<file path="src/rtl/alu_ram_imem.sv">
// ALU with registered result, 16x16 data RAM and 16x16 writable instruction memory.
// Memories clear to their reset contents asynchronously; all reads are combinational.
module alu_ram_imem (
   input  logic        clk,
   input  logic        rst_n,
   input  logic [15:0] a,
   input  logic [15:0] b,
   input  logic [2:0]  alu_sel,
   input  logic [3:0]  shamt,
   input  logic        alu_en,
   output logic [15:0] alu_y,
   output logic        carry_out,
   output logic [15:0] alu_q,
   output logic        carry_q,
   input  logic [3:0]  ram_addr,
   input  logic [15:0] ram_wdata,
   input  logic        ram_we,
   input  logic        ram_oe,
   output logic [15:0] ram_rdata,
   input  logic [3:0]  pc,
   output logic [15:0] ins,
   input  logic        imem_we,
   input  logic [3:0]  imem_waddr,
   input  logic [15:0] imem_wdata
);

   localparam int unsigned DW    = 16;
   localparam int unsigned DEPTH = 16;
   localparam logic [DW-1:0] HALT_INS = 16'h9000;

   localparam logic [2:0] OP_ADD  = 3'b000;
   localparam logic [2:0] OP_SUB  = 3'b001;
   localparam logic [2:0] OP_AND  = 3'b010;
   localparam logic [2:0] OP_OR   = 3'b011;
   localparam logic [2:0] OP_XOR  = 3'b100;
   localparam logic [2:0] OP_NOR  = 3'b101;
   localparam logic [2:0] OP_NAND = 3'b110;
   localparam logic [2:0] OP_LSL  = 3'b111;

   logic [DW:0]   w_sum;
   logic [DW:0]   w_diff;
   logic [DW-1:0] w_y;
   logic          w_carry;

   logic [DW-1:0] r_alu_q;
   logic          r_carry_q;
   logic [DW-1:0] r_ram  [DEPTH];
   logic [DW-1:0] r_imem [DEPTH];

   // Subtraction as a + ~b + 1 so the carry reads as "no borrow".
   assign w_sum  = {1'b0, a} + {1'b0, b};
   assign w_diff = {1'b0, a} + {1'b0, ~b} + (DW+1)'(1);

   always_comb begin
      w_y     = '0;
      w_carry = 1'b0;
      case (alu_sel)
         OP_ADD:  begin w_y = w_sum[DW-1:0];  w_carry = w_sum[DW];  end
         OP_SUB:  begin w_y = w_diff[DW-1:0]; w_carry = w_diff[DW]; end
         OP_AND:  w_y = a & b;
         OP_OR:   w_y = a | b;
         OP_XOR:  w_y = a ^ b;
         OP_NOR:  w_y = ~(a | b);
         OP_NAND: w_y = ~(a & b);
         OP_LSL:  w_y = a << shamt;
         default: w_y = '0;
      endcase
   end

   assign alu_y     = w_y;
   assign carry_out = w_carry;

   always_ff @(posedge clk or negedge rst_n) begin
      if (!rst_n) begin
         r_alu_q   <= '0;
         r_carry_q <= 1'b0;
      end else if (alu_en) begin
         r_alu_q   <= w_y;
         r_carry_q <= w_carry;
      end
   end

   assign alu_q   = r_alu_q;
   assign carry_q = r_carry_q;

   always_ff @(posedge clk or negedge rst_n) begin
      if (!rst_n) begin
         for (int i = 0; i < DEPTH; i++) r_ram[i] <= '0;
      end else if (ram_we) begin
         r_ram[ram_addr] <= ram_wdata;
      end
   end

   // Read port is gated off during a write so a write never echoes on the bus.
   assign ram_rdata = (ram_oe && !ram_we) ? r_ram[ram_addr] : '0;

   always_ff @(posedge clk or negedge rst_n) begin
      if (!rst_n) begin
         for (int i = 0; i < DEPTH; i++) r_imem[i] <= HALT_INS;
      end else if (imem_we) begin
         r_imem[imem_waddr] <= imem_wdata;
      end
   end

   assign ins = r_imem[pc];

endmodule

</file>
<file path="config.mk">
export PLATFORM = sky130hd
export DESIGN_NAME = alu_ram_imem
export DESIGN_NICKNAME = d
export VERILOG_FILES = /design/src/rtl/alu_ram_imem.sv
export SDC_FILE = /design/constraint.sdc
export NUM_CORES = 1
export LEC_CHECK = 0
export CAP_MARGIN = 20
export CORE_ASPECT_RATIO = 0.75
export CORE_UTILIZATION = 30
export CTS_CLUSTER_SIZE = 8
export DETAILED_ROUTE_END_ITERATION = 10
export GPL_TIMING_DRIVEN = 0
export PLACE_DENSITY = 0.55
export SLEW_MARGIN = 20
export SYNTH_ARGS = -nofsm -noshare
export SYNTH_HDL_FRONTEND = slang
export SYNTH_SLANG_ARGS = --single-unit
</file>
<file path="constraint.sdc">
create_clock -name clk -period 2.5 [get_ports clk]
set_input_delay 0.25 -clock clk [delete_from_list [all_inputs] [get_ports clk]]
set_output_delay 0.25 -clock clk [all_outputs]
set_load 0.05 [all_outputs]
</file>
==> results.json <==
{
  "synth.yosys.warnings": 0,
  "ant_nets": 0,
  "dp.cells": 3253,
  "outcome": "finished, violations left",
  "maxCapViolations": 0,
  "chipHeight_um": 262,
  "final_count_of_pins_violating_max_slew": 0,
  "timing_worst_setup_path_type": "in2out",
  "hold_class": "in2reg",
  "rsz0062_at_grt": "true",
  "postSynthNetCount": 2032,
  "cts.sink_count": 529,
  "whs_path_depth": 2,
  "cts.path.max_buffers": 3,
  "fin_crit_ns": 2.89,
  "clk-insertion-delay-late_ns": 0.61,
  "synth_edf_count": 0,
  "final_nets": 2319,
  "grt_start_max_net_pins": 100,
  "vias_per_cell": 5.18,
  "clkSlewWorstSetupHoldPaths_ns": 0.05,
  "worstReg2RegStart": "r_imem[197]",
  "floorplan.rows": 95,
  "worst_setup_path_startpoint": "a[0]",
  "relSlewSlack": 0.441,
  "timing_worst_slew_pin_value_ns": 0.838,
  "yosys.cell_types.count": 73,
  "timing.final.setup_violations": 28,
  "area_enclosed_by_the_die_boundary_mm2": 0.0915,
  "cts_tree": "done",
  "finalSetupTns_ns": -3.35,
  "rrSetupSlack_ns": 1.50,
  "vdd_drop_max_mv": 0.500,
  "finalHoldViolCount": 0,
  "most_used_flip_flop_cell_after_synthesis": "dfrtp_1",
  "critical_path.endpoint": "alu_y[12]",
  "num-fill-cells": 8373,
  "total_detailed_routing_wirelength_um": 77400,
  "pwr_dens_mw_per_mm2": 830,
  "asyncSetResetFlopFracSynth": 1.00,
  "vias_in_the_first_global_route": 18900,
  "globalRoute.totalOverflow": 0,
  "failed_checks": "negative setup slack",
  "htreeDepth": 3,
  "critical_path.reg2reg.endpoint": "r_imem[197]",
  "number_of_antenna_violations_at_the_first_check_in_global_routing": 1,
  "syn2layout_area_growth_pct": 25.6,
  "number_of_buffers_inserted_by_port_buffering": 143,
  "initial_standard_cell_utilization_of_the_core": 0.303,
  "drc_errors": 0,
  "finalWeightedCongestion": 0.927,
  "timing.critical_path.required_ns": 2.25,
  "postLayoutSetupSlackWorst_ns": -0.394,
  "antenna_cells_inserted": 0,
  "cp_data_arrival_time_ns": 2.64,
  "mostFrequentLayoutCell": "mux2_2",
  "cts_buffers": 77,
  "synth_seq_area_share": 0.490,
  "mostFrequentLayoutCells": "mux2_2 (523), dfrtp_1 (497), mux4_2 (161), clkbuf_1 (92), clkbuf_16 (82)",
  "yosys_register_bits": 529,
  "ios": 155,
  "die_w_um": 349,
  "drt_iter0_markers": 1136,
  "grtUsageTotal": 0.168,
  "clock-skew-final_ns": 0,
  "reg2reg_depth": 3,
  "leakage_nw": 14.2,
  "vias": 17800,
  "dp_hpwl_um": 54400,
  "core_outline_area_mm2": 0.0895,
  "synth_area_per_cell_um2": 14.3,
  "root_buffer": "clkbuf_16",
  "number_of_instances_in_the_synthesized_netlist": 1893,
  "avgRoutedWirePerCell_um": 22.6,
  "synth.cell_area_mm2": 0.0271,
  "worst_setup_path_end_kind": "output port",
  "final-instance-count-excl-fill": 3431,
  "post_route_cells_drive_above_1_share": 0.529,
  "timing.critical_path.from_type": "primary input",
  "layout_worst_path_cycle_share": 1.16,
  "grt_pass1_wl_um": 118000,
  "dr.pass1.iters": 5,
  "critPathMaxFanout": 3,
  "fmaxAchievable_mhz": 346
}
state kept, by name, indices dropped and copies added (netlist names):
signal,cells
r_imem,256
r_ram,256
alu_q,16
carry_q,1
power breakdown:
| group | leakage [nW] | switching (mW) | total [mW] | internal (mW) |
|---|---|---|---|---|
| Clock | 1.06 | 3.87 | 9.64 | 5.77 |
| Combinational | 6.71 | 3.20 | 6.98 | 3.77 |
| Sequential | 6.43 | 0.963 | 11.6 | 10.6 |
cell type report:
class | count | area (µm²) | share of cell area
Tap cell | 1212 | 1520 | 0.0446
Multi-Input combinational cell | 1156 | 13700 | 0.403
Clock buffer | 109 | 2090 | 0.0614
Buffer | 149 | 815 | 0.0239
Timing Repair Buffer | 211 | 2240 | 0.0658
Inverter | 56 | 258 | 0.00758
Clock inverter | 9 | 118 | 0.00346
Sequential cell | 529 | 13300 | 0.390
worst max-delay path, stage by stage:
cell	delay (ns)
buf_12	0.10
inv_12	0.03
ha_4	0.15
fa_2	0.34
or2_4	0.28
a221oi_4	0.34
o41ai_4	0.16
o221ai_2	0.29
o21ai_2	0.11
xnor2_2	0.32
o21ai_4	0.11
buf_6	0.16
timing repair:
action	4_1_cts	5_1_grt
gates cloned	0	4
hold endpoints to repair	75	0
buffers inserted	32	26
hold buffers	2	0
setup endpoints to repair	120	151
pin swaps	46	27
resized for setup	641	93
synthesized netlist by cell type, types with 11 or more instances:
| master | count | area share |
|---|---|---|
| a21oi_1 | 38 | 0.0070 |
| buf_2 | 53 | 0.0098 |
| clkbuf_1 | 83 | 0.011 |
| dfrtp_1 | 497 | 0.46 |
| dfstp_2 | 32 | 0.031 |
| ha_1 | 48 | 0.022 |
| inv_1 | 53 | 0.0073 |
| mux2_2 | 524 | 0.22 |
| mux2i_1 | 37 | 0.014 |
| mux4_2 | 161 | 0.13 |
| nand2_1 | 41 | 0.0057 |
| nand2b_1 | 11 | 0.0025 |
| nor2_1 | 48 | 0.0067 |
| nor2b_1 | 25 | 0.0058 |
| o21ai_0 | 41 | 0.0076 |
| o22ai_1 | 14 | 0.0032 |
metal layers:
| metal | part of all wire | GRT usage | vias up | wire, µm |
|---|---|---|---|---|
| met5 | 0 | 0 | - | 0 |
| met4 | 0.024 | 0.0491 | 0 | 1860 |
| met3 | 0.058 | 0.0384 | 121 | 4510 |
| met2 | 0.45 | 0.249 | 502 | 34800 |
| met1 | 0.47 | 0.243 | 9520 | 36200 |
| li1 | - | - | 7632 | - |
kinds of logic after synthesis:
group | Yosys count | share of synthesized area
buf+inv | 208 | 0.0324
fa+ha+maj | 50 | 0.0236
flops | 529 | 0.490
mux | 724 | 0.366
simple gates | 184 | 0.0349
compound gates | 186 | 0.0487
xor+xnor | 12 | 0.00388
per-stage QoR:
| stage | hold WS (ns) | setup slack (ns) | power [mW] | cell area (µm²) | util |
|---|---|---|---|---|---|
| finish | 0.206 | -0.394 | 28.2 | 34000 | 0.380 |
| global route | 0.209 | -0.458 | 29.6 | 34000 | 0.380 |
| CTS | 0.149 | -0.368 | 28.3 | 33500 | 0.374 |
| detailed placement | 0.289 | -1.99 | 18.2 | 30400 | 0.339 |
| global placement | 0.482 | -21.82 | 17.9 | 30200 | 0.338 |
| floorplan | -0.0456 | -0.247 | 16.0 | 27300 | - |
worst min path at each step:
stage                      startpoint           to
final                          alu_en      carry_q
after global routing           alu_en      carry_q
after CTS                      alu_en      carry_q
after detailed placement        rst_n    r_ram[99]
after global placement    r_imem[215]  r_imem[215]
after floorplan                 rst_n     alu_q[0]
(Power assumes the default switching activity.)
